$ cat src/rtl/pipe_alu_pkg.sv
// Shared func codes and the ALU operation for the forwarding pipe ALU.
// PIPE_ALU_SAT_EN selects unsigned saturating add/sub/mul instead of wrap-around.
package pipe_alu_pkg;

  localparam int unsigned MAX_DW = 64;

  localparam logic [3:0] FN_ADD  = 4'd0;
  localparam logic [3:0] FN_SUB  = 4'd1;
  localparam logic [3:0] FN_MUL  = 4'd2;
  localparam logic [3:0] FN_PA   = 4'd3;
  localparam logic [3:0] FN_PB   = 4'd4;
  localparam logic [3:0] FN_AND  = 4'd5;
  localparam logic [3:0] FN_OR   = 4'd6;
  localparam logic [3:0] FN_XOR  = 4'd7;
  localparam logic [3:0] FN_NEGA = 4'd8;
  localparam logic [3:0] FN_NEGB = 4'd9;
  localparam logic [3:0] FN_SRL  = 4'd10;
  localparam logic [3:0] FN_SLL  = 4'd11;

  // Operands arrive zero-extended to MAX_DW; the result is masked back to dw bits.
  function automatic logic [MAX_DW-1:0] alu_op(input logic [3:0] func,
                                               input logic [MAX_DW-1:0] a,
                                               input logic [MAX_DW-1:0] b,
                                               input int unsigned dw);
    logic [MAX_DW-1:0] mask;
    logic [MAX_DW-1:0] r;
`ifdef PIPE_ALU_SAT_EN
    logic [2*MAX_DW-1:0] wide;
    wide = '0;
`endif
    mask = (dw >= MAX_DW) ? '1 : ((MAX_DW'(1) << dw) - MAX_DW'(1));
    r    = '0;
    case (func)
`ifdef PIPE_ALU_SAT_EN
      FN_ADD: begin
        wide = {{MAX_DW{1'b0}}, a} + {{MAX_DW{1'b0}}, b};
        r    = ((wide >> dw) != '0) ? '1 : wide[MAX_DW-1:0];
      end
      FN_SUB:  r = (b > a) ? '0 : (a - b);
      FN_MUL: begin
        wide = {{MAX_DW{1'b0}}, a} * {{MAX_DW{1'b0}}, b};
        r    = ((wide >> dw) != '0) ? '1 : wide[MAX_DW-1:0];
      end
`else
      FN_ADD:  r = a + b;
      FN_SUB:  r = a - b;
      FN_MUL:  r = a * b;
`endif
      FN_PA:   r = a;
      FN_PB:   r = b;
      FN_AND:  r = a & b;
      FN_OR:   r = a | b;
      FN_XOR:  r = a ^ b;
      FN_NEGA: r = '0 - a;
      FN_NEGB: r = '0 - b;
      FN_SRL:  r = a >> 1;
      FN_SLL:  r = a << 1;
      default: r = '0;
    endcase
    return r & mask;
  endfunction

endpackage

$ cat src/rtl/pipe_alu_exec.sv
// Combinational ALU; feeds both the S2 result register and the S1 forward path.
module pipe_alu_exec
  import pipe_alu_pkg::*;
#(
  parameter int unsigned DW = 16
) (
  input  logic [3:0]    func,
  input  logic [DW-1:0] a,
  input  logic [DW-1:0] b,
  output logic [DW-1:0] y
);

  logic [MAX_DW-1:0] full;

  always_comb begin
    full = alu_op(func, MAX_DW'(a), MAX_DW'(b), DW);
    y    = full[DW-1:0];
  end

endmodule

$ cat src/rtl/pipe_alu_fwd.sv
// Four-stage register-file ALU pipeline (read, execute, writeback, store) with full
// operand forwarding. Saturating arithmetic via PIPE_ALU_SAT_EN (see pipe_alu_pkg).
module pipe_alu_fwd
  import pipe_alu_pkg::*;
#(
  parameter int unsigned DW     = 16,
  parameter int unsigned REG_AW = 4,
  parameter int unsigned MEM_AW = 8
) (
  input  logic              clk,
  input  logic              rst,
  input  logic              in_valid,
  input  logic [REG_AW-1:0] rs1,
  input  logic [REG_AW-1:0] rs2,
  input  logic [REG_AW-1:0] rd,
  input  logic [3:0]        func,
  input  logic [MEM_AW-1:0] addr,
  output logic [DW-1:0]     zout,
  output logic              zout_valid,
  input  logic [MEM_AW-1:0] dbg_addr,
  output logic [DW-1:0]     dbg_data
);

  localparam int unsigned NREG = 2 ** REG_AW;
  localparam int unsigned NMEM = 2 ** MEM_AW;

  logic [DW-1:0] regbank [NREG];
  logic [DW-1:0] mem     [NMEM];

  logic              s1_valid;
  logic [DW-1:0]     s1_a;
  logic [DW-1:0]     s1_b;
  logic [REG_AW-1:0] s1_rd;
  logic [3:0]        s1_func;
  logic [MEM_AW-1:0] s1_addr;

  logic              s2_valid;
  logic [DW-1:0]     s2_res;
  logic [REG_AW-1:0] s2_rd;
  logic [MEM_AW-1:0] s2_addr;

  logic [MEM_AW-1:0] s3_addr;

  logic [DW-1:0] exec_y;
  logic [DW-1:0] op_a;
  logic [DW-1:0] op_b;

  pipe_alu_exec #(
    .DW (DW)
  ) u_exec (
    .func (s1_func),
    .a    (s1_a),
    .b    (s1_b),
    .y    (exec_y)
  );

  // Later overrides win: the instruction in S1 is newer than the one in S2,
  // which in turn is newer than regbank (it writes regbank on this same edge).
  always_comb begin
    op_a = regbank[rs1];
    op_b = regbank[rs2];
    if (s2_valid && (s2_rd == rs1)) op_a = s2_res;
    if (s2_valid && (s2_rd == rs2)) op_b = s2_res;
    if (s1_valid && (s1_rd == rs1)) op_a = exec_y;
    if (s1_valid && (s1_rd == rs2)) op_b = exec_y;
  end

  always_ff @(posedge clk or posedge rst) begin
    if (rst) begin
      s1_valid   <= 1'b0;
      s1_a       <= '0;
      s1_b       <= '0;
      s1_rd      <= '0;
      s1_func    <= '0;
      s1_addr    <= '0;
      s2_valid   <= 1'b0;
      s2_res     <= '0;
      s2_rd      <= '0;
      s2_addr    <= '0;
      zout       <= '0;
      zout_valid <= 1'b0;
      s3_addr    <= '0;
    end else begin
      s1_valid   <= in_valid;
      s1_a       <= op_a;
      s1_b       <= op_b;
      s1_rd      <= rd;
      s1_func    <= func;
      s1_addr    <= addr;
      s2_valid   <= s1_valid;
      s2_res     <= exec_y;
      s2_rd      <= s1_rd;
      s2_addr    <= s1_addr;
      zout_valid <= s2_valid;
      if (s2_valid) begin
        zout    <= s2_res;
        s3_addr <= s2_addr;
      end
    end
  end

  // Storage is never reset; reset only clears the valids that gate these writes.
  always_ff @(posedge clk) begin
    if (s2_valid) regbank[s2_rd] <= s2_res;
    if (zout_valid) mem[s3_addr] <= zout;
  end

  assign dbg_data = mem[dbg_addr];

endmodule

$ cat config.mk
export PLATFORM = sky130hd
export DESIGN_NAME = pipe_alu_fwd
export DESIGN_NICKNAME = d
export VERILOG_FILES = /design/src/rtl/pipe_alu_pkg.sv /design/src/rtl/pipe_alu_exec.sv /design/src/rtl/pipe_alu_fwd.sv
export SDC_FILE = /design/constraint.sdc
export NUM_CORES = 2
export LEC_CHECK = 0
export BUFFER_PORTS_ARGS = -buffer_cell sky130_fd_sc_hd__clkbuf_2
export CORE_MARGIN = 5
export CORE_UTILIZATION = 55
export DETAILED_ROUTE_END_ITERATION = 10
export GPL_TIMING_DRIVEN = 1
export PLACE_DENSITY = 0.71
export RECOVER_POWER = 100
export SLEW_MARGIN = 20
export SYNTH_ARGS = -nofsm -noshare
export SYNTH_HDL_FRONTEND = slang
export SYNTH_MEMORY_MAX_BITS = 65536
export SYNTH_SLANG_ARGS = --single-unit
$ cat constraint.sdc
create_clock -name clk -period 6.61 [get_ports clk]
set_clock_uncertainty 0.15 [all_clocks]
set_input_delay 1.6525 -clock clk [delete_from_list [all_inputs] [get_ports clk]]
set_output_delay 1.6525 -clock clk [all_outputs]
set_load 0.05 [all_outputs]
======== After elaboration in Yosys (flattened, before gate mapping) ========
Memories as Yosys holds them, arrays and structs flattened.
Index checks and enable logic that the tools add are counted.
word-level totals
  register bits ........................... 103
  latch bits .............................. 0
  memory bits (writable) .................. 4352
  memory bits (read-only) ................. 0
  bits of input ports ..................... 35
  output and inout bits ................... 33
  logic and storage cells ................. 52
  memories kept ........................... 2
cells by class
  $add $sub $neg .......................... 4
  multipliers ............................. 1
  divide/modulo/power cells ............... 0
  order comparisons ....................... 0
  equal/unequal tests ..................... 15
  shift operators ......................... 0
  mux-type cells .......................... 9
  bitwise logic cells ..................... 3
  reductions and logical operators ........ 5
memory list
  memory   words  bits a word  rd ports  clocked after Yosys merged registers in  write ports  RTL line            text
  mem      256    16           1         0                                        1            pipe_alu_fwd.sv:28  logic [DW-1:0] mem [NMEM];
  regbank  16     16           2         0                                        1            pipe_alu_fwd.sv:27  logic [DW-1:0] regbank [NREG];
operators by type and width
  kind                                                                   count
  16-bit case mux with 12 select lines                                   1
  16-bit two-way mux                                                     4
  1-bit by 16-bit subtractor with 16-bit output, first input constant    2
  16-bit adder                                                           1
  16-bit bitwise AND                                                     1
  4-bit by 3-bit equality test with 1-bit output, second input constant  4
  4-bit equality test                                                    4
  4-bit equality test, second input constant                             4
  16-bit by 16-bit multiplier with 16-bit output                         1
  16-bit bitwise OR                                                      1
  16-bit subtractor                                                      1
  16-bit bitwise XOR                                                     1
  4-bit by 2-bit equality test with 1-bit output, second input constant  2
  4-bit by 1-bit equality test with 1-bit output, second input constant  1
  1-bit logical AND                                                      4
  4-bit logical NOT                                                      1
  1-bit two-way mux                                                      4

======== Depth between registers and ports, before layout ========
  word-level depth ........................ 4
  depth in mapped cells ................... 23
  mapped depth without buffers ............ 22

======== Modules after synthesis ========
From an unflattened synthesis, not the netlist that was laid out.
second synthesis, totals
  cell total of the unflattened synthesis .. 8943
  area total of the unflattened synthesis .. 180672.0 sq um
modules (own cells, without submodules)
  module         times used  cells an instance  area an instance (sq um)
  pipe_alu_fwd   1           8045               173876.8
  pipe_alu_exec  1           898                6795.3

======== Least setup slack after synthesis ========
OpenSTA, ideal clock, no wires.
  kind .................................... input port to output port
  start ................................... input port dbg_addr[1]
  end ..................................... output port dbg_data[4]
  arrival ................................. 4.349 ns
  required time ........................... 4.807 ns
  setup slack ............................. 0.459 ns
  stages .................................. 10
  path buffers ............................ 4
  cells stage by stage .................... clkbuf_1 -> buf_2 -> clkbuf_1 -> clkbuf_1 -> mux4_2 -> mux4_2 -> a22oi_1 -> nand2_1 -> a22oi_1 -> o221ai_1
on the way
  cells in the longest elaborated chain, start to end .. 1
RTL lines
  what                      RTL line            text
  from (decl)               pipe_alu_fwd.sv:20  input logic [MEM_AW-1:0] dbg_addr,
  memory read 256 x 16 bit  n/a
  to (decl)                 pipe_alu_fwd.sv:21  output logic [DW-1:0] dbg_data
Every way passes these cells.

======== Worst setup path after layout ========
  start ................................... input port dbg_addr[0]
  end ..................................... output port dbg_data[13]
The elaborated chain is that of the path after synthesis.

==> flow_results.org <==
** Worst setup path
- Arr. time, crit path :: 4.95 ns
- Tracing the worst setup path back leads to its startpoint at dbg_addr[0].
- The critical path in this run is classified as in2out.
- STA puts the critical path data required time at 4.81 ns.
- Critical register-to-register path startpoint :: s1_a[5]$_DFF_PP0_
- The worst register-to-register path has a depth of 22.
- Across all register-to-register paths, the minimum setup slack is 0.22 ns.
- The worst setup path is launched from an input pin.
- Worst reg2reg endpoint :: s1_a[13]$_DFF_PP0_
- The worst setup path is captured at a primary output.
- Crit path max fanout :: 7
- In this run the worst setup path terminates at dbg_data[13].

** Global routing
- Entering global routing, the biggest net connects 209 pins.
- The number of antenna violations at the first check in global routing was 20.
- The layer flagged by global routing as most heavily used is met2.
- Global routing used 5.39% of the available met3 tracks.
- Met1 global-route usage :: 39.9%
- Global router's overall resource usage :: 27.9%
- The first global-routing pass estimated 669 mm of wire.
- Vias in the first global route :: 90500
- GRT met2 Usage :: 43.9%
- Overflow after GRT :: 0

** Clocking
- At the later pin of the worst-skew pair, clock insertion delay measures 0.95 ns.
- Buffers inserted during clock tree synthesis total 436.
- CTS tree :: done
- Buffers inserted to repair hold after CTS numbered 0.
- The clock passes through at most 4 buffers.
- Clock tree root buffer cell :: sky130_fd_sc_hd__clkbuf_16
- H-tree depth :: 5
- For this design, the sink count on the clock tree is 4455.
- Clock-pin slew on the worst setup and hold paths :: 0.06 ns

** Synthesis
- Adder and majority cell fraction of the synthesized area :: 1.60%
- Top flip-flop cell by instance count after synthesis :: sky130_fd_sc_hd__edfxtp_1
- Seq/Total Area, Yosys :: 74.7%
- Dominant cell type by area after synthesis :: sky130_fd_sc_hd__edfxtp_1
- Sorting the synthesized cells by area gives the leading types as sky130_fd_sc_hd__edfxtp_1 (73%), sky130_fd_sc_hd__mux4_2 (18%), sky130_fd_sc_hd__dfrtp_1 (1.4%).
- The synthesized netlist devotes 1.67% of its cell area to simple gates.
- After synthesis, the largest family of logic cells by area is multiplexers.
- Number of enable-type register cells in the synthesized netlist :: 4352
- In this run the cell area of the synthesized design comes to 178000 sq um.
- The top cell type by area accounts for 73.3% of the synthesized area.
- Multiplexer cells account for 18.6% of the synthesized area.
- Async SR Flop Fraction :: 2.31%
- Most repeated cell in the gate-level netlist after synthesis :: sky130_fd_sc_hd__edfxtp_1
- Commonest cells in the netlist :: sky130_fd_sc_hd__edfxtp_1 (4352), sky130_fd_sc_hd__mux4_2 (1440), sky130_fd_sc_hd__nor2_1 (386)
- Area fraction in compound gates after synthesis :: 1.52%
- Each instance of the synthesized netlist takes up on average 22.5 sq um.
- Number of warnings issued by yosys :: 0
- Synthesis produced 7923 cells.
- Area share of xor/xnor cells in the synthesized design :: 0.455%
- When the netlist entered floorplanning its net count stood at 8137.
- After synthesis, the netlist uses 67 different library cells.
- Flip-flop and latch count after synthesis :: 4455

** Routing
- Total via count after detailed routing :: 89700
- Number of nets with antenna violations after detailed routing :: 0
- Dividing the detail-routed via count by the number of cells gives 6.67.
- Detailed-route wire length :: 468 mm
- First-iteration detailed-routing DRC count :: 13300
- Count of unresolved DRC violations after routing :: 0
- Dividing the detail-routed wire length by the instance count gives 34.8 microns.
- First-pass DRT Iterations :: 8

** Placed design
- Final HPWL DP :: 276 mm
- Final estimated routing congestion in global placement :: 0.912
- Buffers on Ports :: 67
- OpenSTA, run right after detailed placement, puts the worst setup slack at -0.671 ns.

** Layout
- For this run, the post-layout net count is 8961.
- Filler instances :: 21200
- Post-Route Utilization :: 63.0%
- Fraction of final layout cells sized beyond drive strength 1 :: 30.0%
- Relative to the synthesized area, the layout overhead comes to 14.2%.

** STA
- Slew of the pin with the lowest slew margin :: 4.75 ns
- Hold is met by 0.199 ns.
- Number of pins with negative max-slew slack in the final report :: 4666
- Timing would allow up to 148 MHz.
- RSZ-0062 raised after global routing :: yes
- Final hold vios :: 0
- Final Critical Period :: 6.75 ns
- Final setup fails :: 11
- The final critical path takes up 102% of the cycle.
- Min setup slack post-route :: -0.141 ns
- Measured against its own limit, the worst slew margin works out to -217%.

** Floorplanning
- In this run the horizontal extent of the chip is 579 microns.
- Pin placement for this block handled 68 I/O pins.
- Area of the core :: 323000 sq um
- In this run the core area contains 209 standard-cell rows.
- Height of the chip :: 579 microns
- Area of the die :: 336000 sq um
- Initial cell density of the core :: 55.1%

** Pwr
- Power density of the placed cells :: 360 nW/um^2
- The analysis attributes to cell leakage a power of 65.1 nW.
- Post-layout power :: 73.3 mW
- Across the VDD grid, the largest voltage drop is 0.718 mV.

** Run
- Max-capacitance violation count :: 115

** Min path
- The path class of the tightest hold or removal check is reg2reg.

** Status
- The flow ran to the end, but the final reports show violations.
- The final reports fail on capacitance limit, slew limit, setup timing.
[logic make-up (layout without fill, tap and decap cells)]
family,count (synthesis),in the layout
flops,4455,4455
mux,1509,1509
simple gates,708,708
buf+inv,614,1795
compound gates,367,367
fa+ha+maj,179,179
xor+xnor,91,91
other cells,0,17
[registers in the layout, summed over array words and instances, names as in the netlist]
name and flops:
s1_valid 1, mem 4096, s1_addr 8, s2_rd 4, s1_a 16, zout 16, s1_b 16, zout_valid 1
s3_addr 8, s1_rd 4, s2_addr 8, s2_res 16, regbank 256, s1_func 4, s2_valid 1
[metrics by stage]
stage          setup TNS (ns)  instances  instance area [sq um]
3_3_place_gp            -6.36      12500                 189000
4_1_cts                -0.633      13400                 205000
5_1_grt                 -1.03      13400                 204000
2_1_floorplan               0       7923                 178000
6_report               -0.548      13400                 204000
3_5_place_dp            -6.29      12500                 189000
[routing by layer]
metal | wire [microns] | vias to the layer above
met3 | 52200 | 961
li1 | - | 35100
met4 | 21100 | 6
met5 | 133 | -
met1 | 170000 | 47700
met2 | 224000 | 5953
[critical path: stages]
cell	delay, ns
sky130_fd_sc_hd__buf_16	0.19
sky130_fd_sc_hd__buf_12	0.19
sky130_fd_sc_hd__bufbuf_16	0.28
sky130_fd_sc_hd__buf_4	0.13
sky130_fd_sc_hd__mux4_2	0.51
sky130_fd_sc_hd__mux4_2	0.55
sky130_fd_sc_hd__a22oi_2	0.22
sky130_fd_sc_hd__buf_6	0.15
sky130_fd_sc_hd__nand2_2	0.08
sky130_fd_sc_hd__a22oi_2	0.38
sky130_fd_sc_hd__buf_6	0.19
sky130_fd_sc_hd__o221ai_2	0.14
sky130_fd_sc_hd__buf_8	0.22
[what timing repair did]
| action | CTS | global route |
|---|---|---|
| endpoints found under the setup margin | 16 | 21 |
| cloned | 20 | 1 |
| pin swaps | 39 | 13 |
| setup buffers | 46 | 26 |
| resized for setup | 197 | 55 |
[worst min-delay path by stage]
stage                                    start                   end  slack (ns)  cells past startpoint
after floorplan           s1_addr[0]$_DFF_PP0_  s2_addr[0]$_DFF_PP0_        0.18                      0
after global placement    s1_addr[2]$_DFF_PP0_  s2_addr[2]$_DFF_PP0_        0.19                      0
after detailed placement  s1_addr[1]$_DFF_PP0_  s2_addr[1]$_DFF_PP0_        0.19                      0
after CTS                 s1_addr[0]$_DFF_PP0_  s2_addr[0]$_DFF_PP0_        0.20                      0
after global routing      s1_addr[3]$_DFF_PP0_  s2_addr[3]$_DFF_PP0_        0.21                      0
final                     s1_addr[0]$_DFF_PP0_  s2_addr[0]$_DFF_PP0_        0.20                      0
[cells in the final DEF (no fill, tap or decap), types with 16 or more instances in the layout]
cell,Yosys,routed
sky130_fd_sc_hd__clkbuf_2,0,38
sky130_fd_sc_hd__buf_16,0,30
sky130_fd_sc_hd__clkinv_1,8,108
sky130_fd_sc_hd__buf_12,0,94
sky130_fd_sc_hd__clkinv_2,0,79
sky130_fd_sc_hd__nor3_1,36,35
sky130_fd_sc_hd__nand3_1,22,22
sky130_fd_sc_hd__mux2_2,25,24
sky130_fd_sc_hd__xor2_1,25,25
sky130_fd_sc_hd__fa_1,81,81
sky130_fd_sc_hd__diode_2,0,17
sky130_fd_sc_hd__a22oi_1,89,44
sky130_fd_sc_hd__a21o_1,17,17
sky130_fd_sc_hd__nand2b_1,18,17
sky130_fd_sc_hd__mux2i_1,44,44
sky130_fd_sc_hd__bufinv_16,0,41
sky130_fd_sc_hd__buf_4,12,286
sky130_fd_sc_hd__nor2_2,0,20
sky130_fd_sc_hd__xnor2_1,65,65
sky130_fd_sc_hd__nor2b_1,31,29
sky130_fd_sc_hd__a221oi_1,47,23
sky130_fd_sc_hd__a21oi_1,49,48
sky130_fd_sc_hd__a22oi_2,0,45
sky130_fd_sc_hd__a22o_1,32,29
sky130_fd_sc_hd__clkbuf_16,0,441
sky130_fd_sc_hd__a211oi_1,19,19
sky130_fd_sc_hd__inv_1,150,149
sky130_fd_sc_hd__a221oi_2,0,16
sky130_fd_sc_hd__nand2_1,173,156
sky130_fd_sc_hd__ha_1,98,98
sky130_fd_sc_hd__clkbuf_1,266,413
sky130_fd_sc_hd__mux4_2,1440,1440
sky130_fd_sc_hd__nor2_1,386,365
sky130_fd_sc_hd__o21ai_0,33,33
sky130_fd_sc_hd__buf_6,17,33
sky130_fd_sc_hd__edfxtp_1,4352,4352
sky130_fd_sc_hd__dfrtp_1,103,102
[power by group]
group	switching, mW	internal, mW
registers	0.988	35.0
clock network	10.5	13.8
logic	8.64	4.27
total	20.1	53.1
[area by class of cell]
type | count | area [sq um] | share of cell area [%]
Tap cell | 4325 | 5410 | 2.66
Clock inverter | 266 | 2540 | 1.25
Sequential cell | 4455 | 133000 | 65.4
Inverter | 159 | 598 | 0.294
Timing Repair Buffer | 841 | 7240 | 3.55
Multi-Input combinational cell | 2854 | 43300 | 21.3
Antenna cell | 17 | 42.5 | 0.0209
Clock buffer | 529 | 11400 | 5.58
(Power assumes the default switching activity.)
